$ cat config.mk
export PLATFORM = sky130hd
export DESIGN_NAME = uart_fifo_ctrl
export DESIGN_NICKNAME = d
export VERILOG_FILES = /design/src/rtl/uart_fifo_ctrl.sv
export SDC_FILE = /design/constraint.sdc
export NUM_CORES = 1
export LEC_CHECK = 0
export ABC_AREA = 1
export BUFFER_PORTS_ARGS = -buffer_cell sky130_fd_sc_hd__buf_2
export CAP_MARGIN = 25
export CORE_MARGIN = 4
export CORE_UTILIZATION = 55
export CTS_CLUSTER_DIAMETER = 60
export DETAILED_ROUTE_END_ITERATION = 8
export GPL_TIMING_DRIVEN = 1
export HOLD_SLACK_MARGIN = 0.15
export PLACE_DENSITY_LB_ADDON = 0.15
export SLEW_MARGIN = 15
export SYNTH_ARGS = -nofsm -noshare
export SYNTH_HDL_FRONTEND = slang
export SYNTH_HIERARCHICAL = 1
export SYNTH_SLANG_ARGS = --single-unit
$ cat constraint.sdc
create_clock -name clk -period 4.34 [get_ports clk]
set_input_delay 0 -clock clk [delete_from_list [all_inputs] [get_ports clk]]
set_output_delay 0 -clock clk [all_outputs]
set_load 0.02 [all_outputs]
$ cat src/rtl/uart_fifo_ctrl.sv
// Buffered CoreUART controller: TX/RX FIFOs, per-direction strobe FSMs, deferred baud update, RX overrun flag.
// Define UART_OVR_CNT_EN to add the saturating ovr_cnt output counting dropped RX characters.

module uart_fifo_ctrl_fifo #(
    parameter int W     = 8,
    parameter int DEPTH = 16
) (
    input  logic                         clk,
    input  logic                         rst,
    input  logic                         push,
    input  logic [W-1:0]                 din,
    input  logic                         pop,
    output logic [W-1:0]                 head,
    output logic                         full,
    output logic                         empty,
    output logic [$clog2(DEPTH+1)-1:0]   level
);
    localparam int AW = $clog2(DEPTH);
    localparam int LW = $clog2(DEPTH+1);

    logic [W-1:0]  mem [DEPTH];
    logic [AW-1:0] wr_ptr, rd_ptr, wr_ptr_n, rd_ptr_n;
    logic [LW-1:0] level_n;
    logic          push_ok, pop_ok;

    always_comb begin
        pop_ok   = pop & ~empty;
        push_ok  = push & (~full | pop_ok);
        wr_ptr_n = push_ok ? wr_ptr + 1'b1 : wr_ptr;
        rd_ptr_n = pop_ok  ? rd_ptr + 1'b1 : rd_ptr;
        level_n  = level;
        if (push_ok && !pop_ok)
            level_n = level + LW'(1);
        else if (pop_ok && !push_ok)
            level_n = level - LW'(1);
    end

    // NOTE: storage has no reset; only pointers and flags define validity, so the array maps to plain RAM.
    always_ff @(posedge clk) begin
        if (push_ok)
            mem[wr_ptr] <= din;
    end

    // Head is registered from next-state pointers so it is valid the cycle after a push into an empty FIFO.
    always_ff @(posedge clk) begin
        if (rst) begin
            wr_ptr <= '0;
            rd_ptr <= '0;
            level  <= '0;
            full   <= 1'b0;
            empty  <= 1'b1;
            head   <= '0;
        end else begin
            wr_ptr <= wr_ptr_n;
            rd_ptr <= rd_ptr_n;
            level  <= level_n;
            full   <= (level_n == LW'(DEPTH));
            empty  <= (level_n == '0);
            head   <= (push_ok && wr_ptr == rd_ptr_n) ? din : mem[rd_ptr_n];
        end
    end
endmodule

module uart_fifo_ctrl #(
    parameter int DATA_W       = 8,
    parameter int TX_DEPTH     = 16,
    parameter int RX_DEPTH     = 16,
    parameter int BAUD_W       = 13,
    parameter int BAUD_DEFAULT = 325,
    parameter int GUARD_CYC    = 4
) (
    input  logic                            clk,
    input  logic                            rst,
    input  logic                            tx_wr,
    input  logic [DATA_W-1:0]               tx_din,
    output logic                            tx_full,
    output logic [$clog2(TX_DEPTH+1)-1:0]   tx_level,
    input  logic                            rx_rd,
    output logic [DATA_W-1:0]               rx_dout,
    output logic                            rx_empty,
    output logic [$clog2(RX_DEPTH+1)-1:0]   rx_level,
    output logic                            rx_ovr,
    input  logic                            ovr_clr,
    input  logic                            baud_we,
    input  logic [BAUD_W-1:0]               baud_din,
    input  logic                            TXrd,
    input  logic                            RXrd,
    input  logic [DATA_W-1:0]               RX,
    output logic [DATA_W-1:0]               TX,
    output logic [BAUD_W-1:0]               BAUD_val,
    output logic                            wen,
`ifdef UART_OVR_CNT_EN
    output logic [7:0]                      ovr_cnt,
`endif
    output logic                            oen
);
    localparam int GW = (GUARD_CYC > 1) ? $clog2(GUARD_CYC) : 1;

    typedef enum logic [1:0] {TX_IDLE, TX_LOAD, TX_STROBE, TX_WAIT} tx_state_t;
    typedef enum logic [1:0] {RX_IDLE, RX_READ, RX_PUSH, RX_WAIT} rx_state_t;

    tx_state_t         tx_state, tx_next;
    rx_state_t         rx_state, rx_next;
    logic [GW-1:0]     guard_cnt;
    logic              tx_pop, tx_empty;
    logic [DATA_W-1:0] tx_head;
    logic              rx_push, rx_full, overrun;
    logic [DATA_W-1:0] rx_hold;
    logic              pend_valid, both_idle;
    logic [BAUD_W-1:0] pend_val;

    uart_fifo_ctrl_fifo #(.W(DATA_W), .DEPTH(TX_DEPTH)) u_tx_fifo (
        .clk(clk), .rst(rst), .push(tx_wr), .din(tx_din), .pop(tx_pop),
        .head(tx_head), .full(tx_full), .empty(tx_empty), .level(tx_level)
    );

    uart_fifo_ctrl_fifo #(.W(DATA_W), .DEPTH(RX_DEPTH)) u_rx_fifo (
        .clk(clk), .rst(rst), .push(rx_push), .din(rx_hold), .pop(rx_rd),
        .head(rx_dout), .full(rx_full), .empty(rx_empty), .level(rx_level)
    );

    // NOTE: every always_comb output gets a default first so no path can infer a latch.
    always_comb begin
        tx_next = tx_state;
        tx_pop  = 1'b0;
        case (tx_state)
            TX_IDLE:   if (TXrd && !tx_empty) tx_next = TX_LOAD;
            TX_LOAD: begin
                tx_pop  = 1'b1;
                tx_next = TX_STROBE;
            end
            TX_STROBE: tx_next = TX_WAIT;
            TX_WAIT:   if (!TXrd || guard_cnt == GW'(GUARD_CYC-1)) tx_next = TX_IDLE;
            default:   tx_next = TX_IDLE;
        endcase
    end

    always_comb begin
        rx_next = rx_state;
        case (rx_state)
            RX_IDLE: if (RXrd) rx_next = RX_READ;
            RX_READ: rx_next = RX_PUSH;
            RX_PUSH: rx_next = RX_WAIT;
            RX_WAIT: if (!RXrd) rx_next = RX_IDLE;
            default: rx_next = RX_IDLE;
        endcase
    end

    always_comb begin
        rx_push   = (rx_state == RX_PUSH);
        overrun   = rx_push & rx_full & ~rx_rd;
        both_idle = (tx_state == TX_IDLE) && (rx_state == RX_IDLE);
    end

    // Strobes are registered from the next state so they are low exactly while in STROBE/READ.
    always_ff @(posedge clk) begin
        if (rst) begin
            tx_state  <= TX_IDLE;
            guard_cnt <= '0;
            wen       <= 1'b1;
            TX        <= '0;
        end else begin
            tx_state  <= tx_next;
            guard_cnt <= (tx_state == TX_WAIT) ? guard_cnt + 1'b1 : '0;
            wen       <= (tx_next != TX_STROBE);
            if (tx_state == TX_LOAD)
                TX <= tx_head;
        end
    end

    always_ff @(posedge clk) begin
        if (rst) begin
            rx_state <= RX_IDLE;
            oen      <= 1'b1;
            rx_hold  <= '0;
            rx_ovr   <= 1'b0;
        end else begin
            rx_state <= rx_next;
            oen      <= (rx_next != RX_READ);
            if (rx_state == RX_READ)
                rx_hold <= RX;
            if (overrun)
                rx_ovr <= 1'b1;
            else if (ovr_clr)
                rx_ovr <= 1'b0;
        end
    end

`ifdef UART_OVR_CNT_EN
    always_ff @(posedge clk) begin
        if (rst)
            ovr_cnt <= '0;
        else if (ovr_clr)
            ovr_cnt <= overrun ? 8'd1 : 8'd0;
        else if (overrun && ovr_cnt != 8'hFF)
            ovr_cnt <= ovr_cnt + 8'd1;
    end
`endif

    // Baud changes only land while neither direction is mid-transfer; a newer request replaces a pending one.
    always_ff @(posedge clk) begin
        if (rst) begin
            BAUD_val   <= BAUD_W'(BAUD_DEFAULT);
            pend_val   <= '0;
            pend_valid <= 1'b0;
        end else if (baud_we) begin
            if (both_idle) begin
                BAUD_val   <= baud_din;
                pend_valid <= 1'b0;
            end else begin
                pend_val   <= baud_din;
                pend_valid <= 1'b1;
            end
        end else if (pend_valid && both_idle) begin
            BAUD_val   <= pend_val;
            pend_valid <= 1'b0;
        end
    end
endmodule

## Word level (Yosys, flattened, before mapping)

Memory sizes are Yosys's and may differ from the RTL's. A register that Yosys moved wholly into a read port is not among the register bits.
Cells that the tools add are included.
Widths: inputs -> output; s select.

| cells by class | value |
|---|---|
| add/sub/neg operators | 9 |
| $mul | 0 |
| divide/modulo/power cells | 0 |
| magnitude comparators | 0 |
| equal/unequal tests | 12 |
| shift operators | 0 |
| multiplexer cells | 25 |
| bitwise gates (word level) | 15 |
| reduce and logical (&&, ||, !) cells | 23 |

Operator list:

| kind | count |
|---|---|
| $mux 13 | 3 |
| $mux 5 | 4 |
| $add 4x1->4 const B | 4 |
| $pmux 2 s4 | 2 |
| $add 5x1->5 const B | 2 |
| $eq 2x2->1 const B | 5 |
| $eq 5x5->1 const B | 2 |
| $logic_not 5->1 | 2 |
| $mux 1 | 10 |
| $sub 5x1->5 const B | 2 |
| $mux 2 | 4 |
| $mux 4 | 2 |
| $logic_and 1x1->1 | 7 |
| $not 1->1 | 7 |
| $and 1x1->1 | 6 |
| $logic_not 1->1 | 6 |
| $eq 2x1->1 const B | 2 |
| $logic_not 2->1 | 2 |
| $ne 2x1->1 const B | 2 |
| $reduce_and 2->1 | 2 |
| $reduce_bool 2->1 | 2 |
| $add 2x1->2 const B | 1 |
| $ne 2x2->1 const B | 1 |
| $or 1x1->1 | 2 |
| other kinds (2) | 2 |

| storage, ports and cells | value |
|---|---|
| flip-flop bits (word level) | 82 |
| latch bits | 0 |
| memory bits (writable) | 256 |
| bits in read-only memories | 0 |
| output and inout bits | 44 |
| word-level logic and storage cells | 107 |
| memories | 2 |

Memories:

| name | depth | bits a word | read ports | clocked after Yosys merged registers in | write ports | line | text |
|---|---|---|---|---|---|---|---|
| u_rx_fifo.mem | 16 | 8 | 1 | 1 | 1 | 21 | `logic [W-1:0] mem [DEPTH];` |
| u_tx_fifo.mem | 16 | 8 | 1 | 1 | 1 | 21 |  |

## Depth between registers and ports, before layout

| logic depth | value |
|---|---|
| depth after elaboration | 10 |
| depth in mapped cells | 15 |
| mapped depth without buffers | 13 |

## Cells and area by module

The synthesis kept the hierarchy.

Modules (own cells, without submodules):

| module | times used | cells each | area an instance (µm²) | sequential area each (µm²) |
|---|---|---|---|---|
| uart_fifo_ctrl_fifo at u_tx_fifo | 1 | 714 | 6899.1 | 4304.1 |
| uart_fifo_ctrl_fifo at u_rx_fifo | 1 | 712 | 6881.6 | 4304.1 |
| uart_fifo_ctrl | 1 | 304 | 2218.4 | 1041.0 |

## Worst setup path before layout

OpenSTA, ideal clock, no wires.

| timing path | value |
|---|---|
| kind | register to register |
| start | register tx_state[0] |
| end | memory u_tx_fifo.mem[11][0], enable pin |
| data arrival time | 1.652 ns |
| data required time | 3.970 ns |
| setup slack | 2.318 ns |
| stages on the path, launching flop included | 8 |
| buffers on the path | 1 |
| cells stage by stage | dfxtp_1 inv_1 nor2_1 buf_2 nand2_2 a21oi_4 nand2_1 nor2_1 |

| between the ends | value |
|---|---|
| word-level cells in the longest chain between the ends | 7 |

RTL lines:

| element | line | text |
|---|---|---|
| from (decl) | 102 | `tx_state_t tx_state, tx_next;` |
| from (signal assigned) | 163 | `tx_state <= tx_next;` |
| $eq 2x1->1 | 126 | `case (tx_state)` |
| $mux 1 | 126 |  |
| named net tx_pop | 105 | `logic tx_pop, tx_empty;` |
| $and 1x1->1 | 27 | `pop_ok = pop & ~empty;` |
| $or 1x1->1 | 28 | `push_ok = push & (~full \| pop_ok);` |
| $and 1x1->1 | 28 |  |
| $mux 1 | 40 | `if (push_ok)` |
| $mux 1 (implied by the code) | 41 | `mem[wr_ptr] <= din;` |
| to (decl) | 21 |  |

The timed path passes the listed nets, and every way through them passes these cells.

## Worst setup path in the final report

| timing path | value |
|---|---|
| start | register tx_state[0] |
| end | register u_tx_fifo.head[6] (read register of u_tx_fifo.mem) |

| between the ends | value |
|---|---|
| word-level cells in the longest chain between the ends | 4 |

RTL lines:

| element | line | text |
|---|---|---|
| $eq 2x1->1 | 126 |  |
| $mux 1 | 126 |  |
| $and 1x1->1 | 27 |  |
| $mux 4 | 30 | `rd_ptr_n = pop_ok ? rd_ptr + 1'b1 : rd_ptr;` |
| to (decl) | 13 | `output logic [W-1:0] head,` |

No other way between the ends.
A chain may end at the register's enable or synchronous reset.

==> summary.md <==
| Metric | Value |
|---|---|
| DP Wirelength | 24600 µm |
| IO buf count | 80 |
| Placer congestion estimate | about 0.87 |
| Starting Density | between 50% and 60% |
| Clock power frac | a little under two fifths |
| Reg2Reg Launch Point | tx_state[0] |
| Maximum vdd drop | a little under 0.4 mV |
| Clock skew | ~0.014 ns |
| Area of the core | 0.0287 mm² |
| Finished layout cell area | 0.0183 mm² |
| Worst slack at placement | 1.15 ns |
| Reg-to-Reg End | u_tx_fifo/head[6] |
| Fmax | roughly 0.31 GHz |
| CTS max path bufs | 3 |
| Hold Fails Final Rpt | 0 |
| Largest net degree at the start of global routing | 64 |
| Die Wd | 179 µm |
| Cells on worst reg2reg path | 11 |
| Setup WS post-layout | roughly 1.1 ns |
| Max-slew violations | 0 |
| First-pass GRT wire length | slightly above 60000 µm |
| Crit-path max FO | 42 |
| Seq pwr share | approximately 46% |
| Ratio of cells with drive above 1 in the final layout | ~10% |
| Drt initial violations | around 1100 |
| Endpoint class of the critical path | flip-flop |
| GRT overflow | 0 |
| P per Cell Area | ~470 mW/mm² |
| R2R Setup Slk | roughly 1.1 ns |
| Final Critical Period | 3.20 ns |
| Setup violators final | 0 |
| Register bit total from synthesis | ~350 |
| Hold WC Path Type | input port to flip-flop |
| Commonest non-fill, non-tap cell in the layout | nand2_1 |
| Area Overhead vs Synth | 14.1% |
| Startpoint Class | flip-flop |
| Number of flops mapped to enable cells by yosys | approximately 260 |
| Die H | ~180 µm |
| Max-cap viol count | 0 |
| Power consumption | about 8.5 mW |
| Post-synthesis cell type count | 36 |
| Least-Margin Pin Slew | 0.925 ns |
| Number of top-level pins | between 80 and 90 |
| Internal power | about 6 mW |
| Critical path type | flip-flop to flip-flop |
| WHS Endpoint | rx_hold[7] |
| Synth Flop Type | edfxtp_1 |
| Clock Latency Late Sink | ~0.52 ns |
| Ys async rst share | 0% |
| Post-Syn Nets | between 1500 and 2000 |
| Cells after DPL | roughly 2100 |
| Most frequent cells in the layout | nand2_1 (307), edfxtp_1 (256), inv_1 (254) |
| Root buf cell | clkbuf_16 |
| Antenna diode count | 0 |
| RSZ-0062 raised after global routing | false |
| Avg Cell Area, Syn | 9.25 µm² |
| Slew Limit Headroom | between 30% and 40% |
| Die area | about 0.032 mm² |
| CTS tree | yes |
| Routed vias | roughly 12000 |
| Nets | 1882 |
| Hold Path Depth | 4 |
| DR pass1 iterations | 5 |
| Post-CTS sizing | 0 |
| Number of CTS-inserted buffers | 39 |
| Comb pwr share | roughly 16% |
| Post-Route Setup TNS | 0 ns |
| Initial antenna violation count | 0 |
| Antenna Nets Post-Route | 0 |
| Post-synthesis sequential area ratio | 60.3% |
| Post-Route Utilization | between 60% and 70% |
| CTS HTree Levels | 2 |
| Area post-placement | around 0.017 mm² |
| Critical Path RT | around 4.8 ns |
| Static leakage | roughly 8.0 nW |
| GRT Total Usage | between 20% and 30% |
| Fin cells | 2243 |
| Worst hold slack | approximately 0.25 ns |
| Syn Std Cell Area | approximately 0.016 mm² |
| Synthesis Warnings | 6 |
| Num Clock Sinks | 354 |
| Post-Route WL | 38800 µm |
| Vias per cell | 5.35 |
| Setup repair bufs after CTS | 0 |
| DRC violations left | 0 |
| Vias in the first global route | 11361 |
| # hold bufs at CTS | 40 |
| WL/cell | roughly 17 µm |
| Status | finished clean |
| Cell count after synthesis | roughly 1700 |
| Final period util | about 74% |
| Switching portion of total power | around 27% |
| Psw | 2.33 mW |
| Clock Pin Slew Worst Setup and Hold Paths | 0.06 ns |
| Rows | slightly above 60 |
| Hold Path Origin | RX[7] |
| WP data arrival | 3.64 ns |
Yosys cell counts, types with 15 or more instances:
cell type,number,area [µm²]
nand2_1,307,1150
edfxtp_1,256,7690
inv_1,254,953
nor2_1,253,950
nand3_1,246,1230
dfxtp_1,98,1960
o21ai_0,58,290
nand3b_1,52,390
buf_2,38,190
o21ai_1,26,130
nand4_1,21,131
clkbuf_1,18,67.6
nand2_2,17,106
ha_1,15,188
power groups by stage:
| stage | logic, mW | registers, mW | clock network, mW |
|---|---|---|---|
| global placement | 1.28 | 3.97 | 0 |
| finish | 1.35 | 3.90 | 3.25 |
| CTS | 1.34 | 3.90 | 3.31 |
| detailed placement | 1.30 | 3.97 | 0 |
| global route | 1.52 | 3.91 | 3.45 |
| floorplan | 0.914 | 4.00 | 0 |
final cells by class:
class                           instances  area (µm²)
Timing Repair Buffer                  128         893
Clock inverter                         18         181
Clock buffer                           52        1080
Multi-Input combinational cell       1038        4950
Fill cell                            2366       10500
Sequential cell                       354        9650
Tap cell                              384         480
Inverter                              269        1010
worst max-delay path, stage by stage, from the launching register on:
cell,delay (ns)
dfxtp_1,0.41
inv_1,0.06
nor2_1,0.65
nand3_2,0.18
nand2_2,0.51
buf_4,0.50
o21ai_1,0.16
nor2_4,0.24
nand3_4,0.15
nand2_1,0.10
nor2_1,0.04
nor2_1,0.11
registers in the layout, indices dropped and copies added (netlist names), 5 cells and up:
signal           cells
TX                   8
u_rx_fifo/level      5
pend_val            13
u_tx_fifo/level      5
BAUD_val            13
u_rx_fifo/head       8
u_rx_fifo/mem      128
rx_hold              8
u_tx_fifo/mem      128
u_tx_fifo/head       8
how the worst max path moves through the flow:
stage | end | slack (ns) | startpoint
floorplan | u_tx_fifo/mem[11][0] | 2.32 | tx_state[0]
global placement | u_rx_fifo/head[1] | 0.90 | u_rx_fifo/empty
detailed placement | u_rx_fifo/head[1] | 1.15 | u_rx_fifo/empty
CTS | u_rx_fifo/head[1] | 1.13 | u_rx_fifo/empty
global route | u_tx_fifo/head[6] | 0.78 | tx_state[0]
finish | u_tx_fifo/head[6] | 1.14 | tx_state[0]
logic make-up (layout without fill, tap and decap cells):
kind of cell	count (synthesis)	in the layout	synth area share (%)
xor gates and xnor gates	2	2	0.110
buffers and inverters	338	467	8.72
DFF	354	354	60.3
adders and majority gates	15	15	1.17
and+or+nand+nor	913	913	25.9
AOI/OAI and AO/OA	108	108	3.78
layer usage:
metal	vias to the layer above	part of all wire (%)	wire, µm	global-route usage, %
met5	-	0	0	0
met4	0	3.4	1310	8.44
met3	101	5.3	2050	3.07
met1	5635	41	15900	31.8
met2	414	50	19600	42.1
li1	5839	-	-	-
Note: power is estimated with default switching activity, not from simulation.
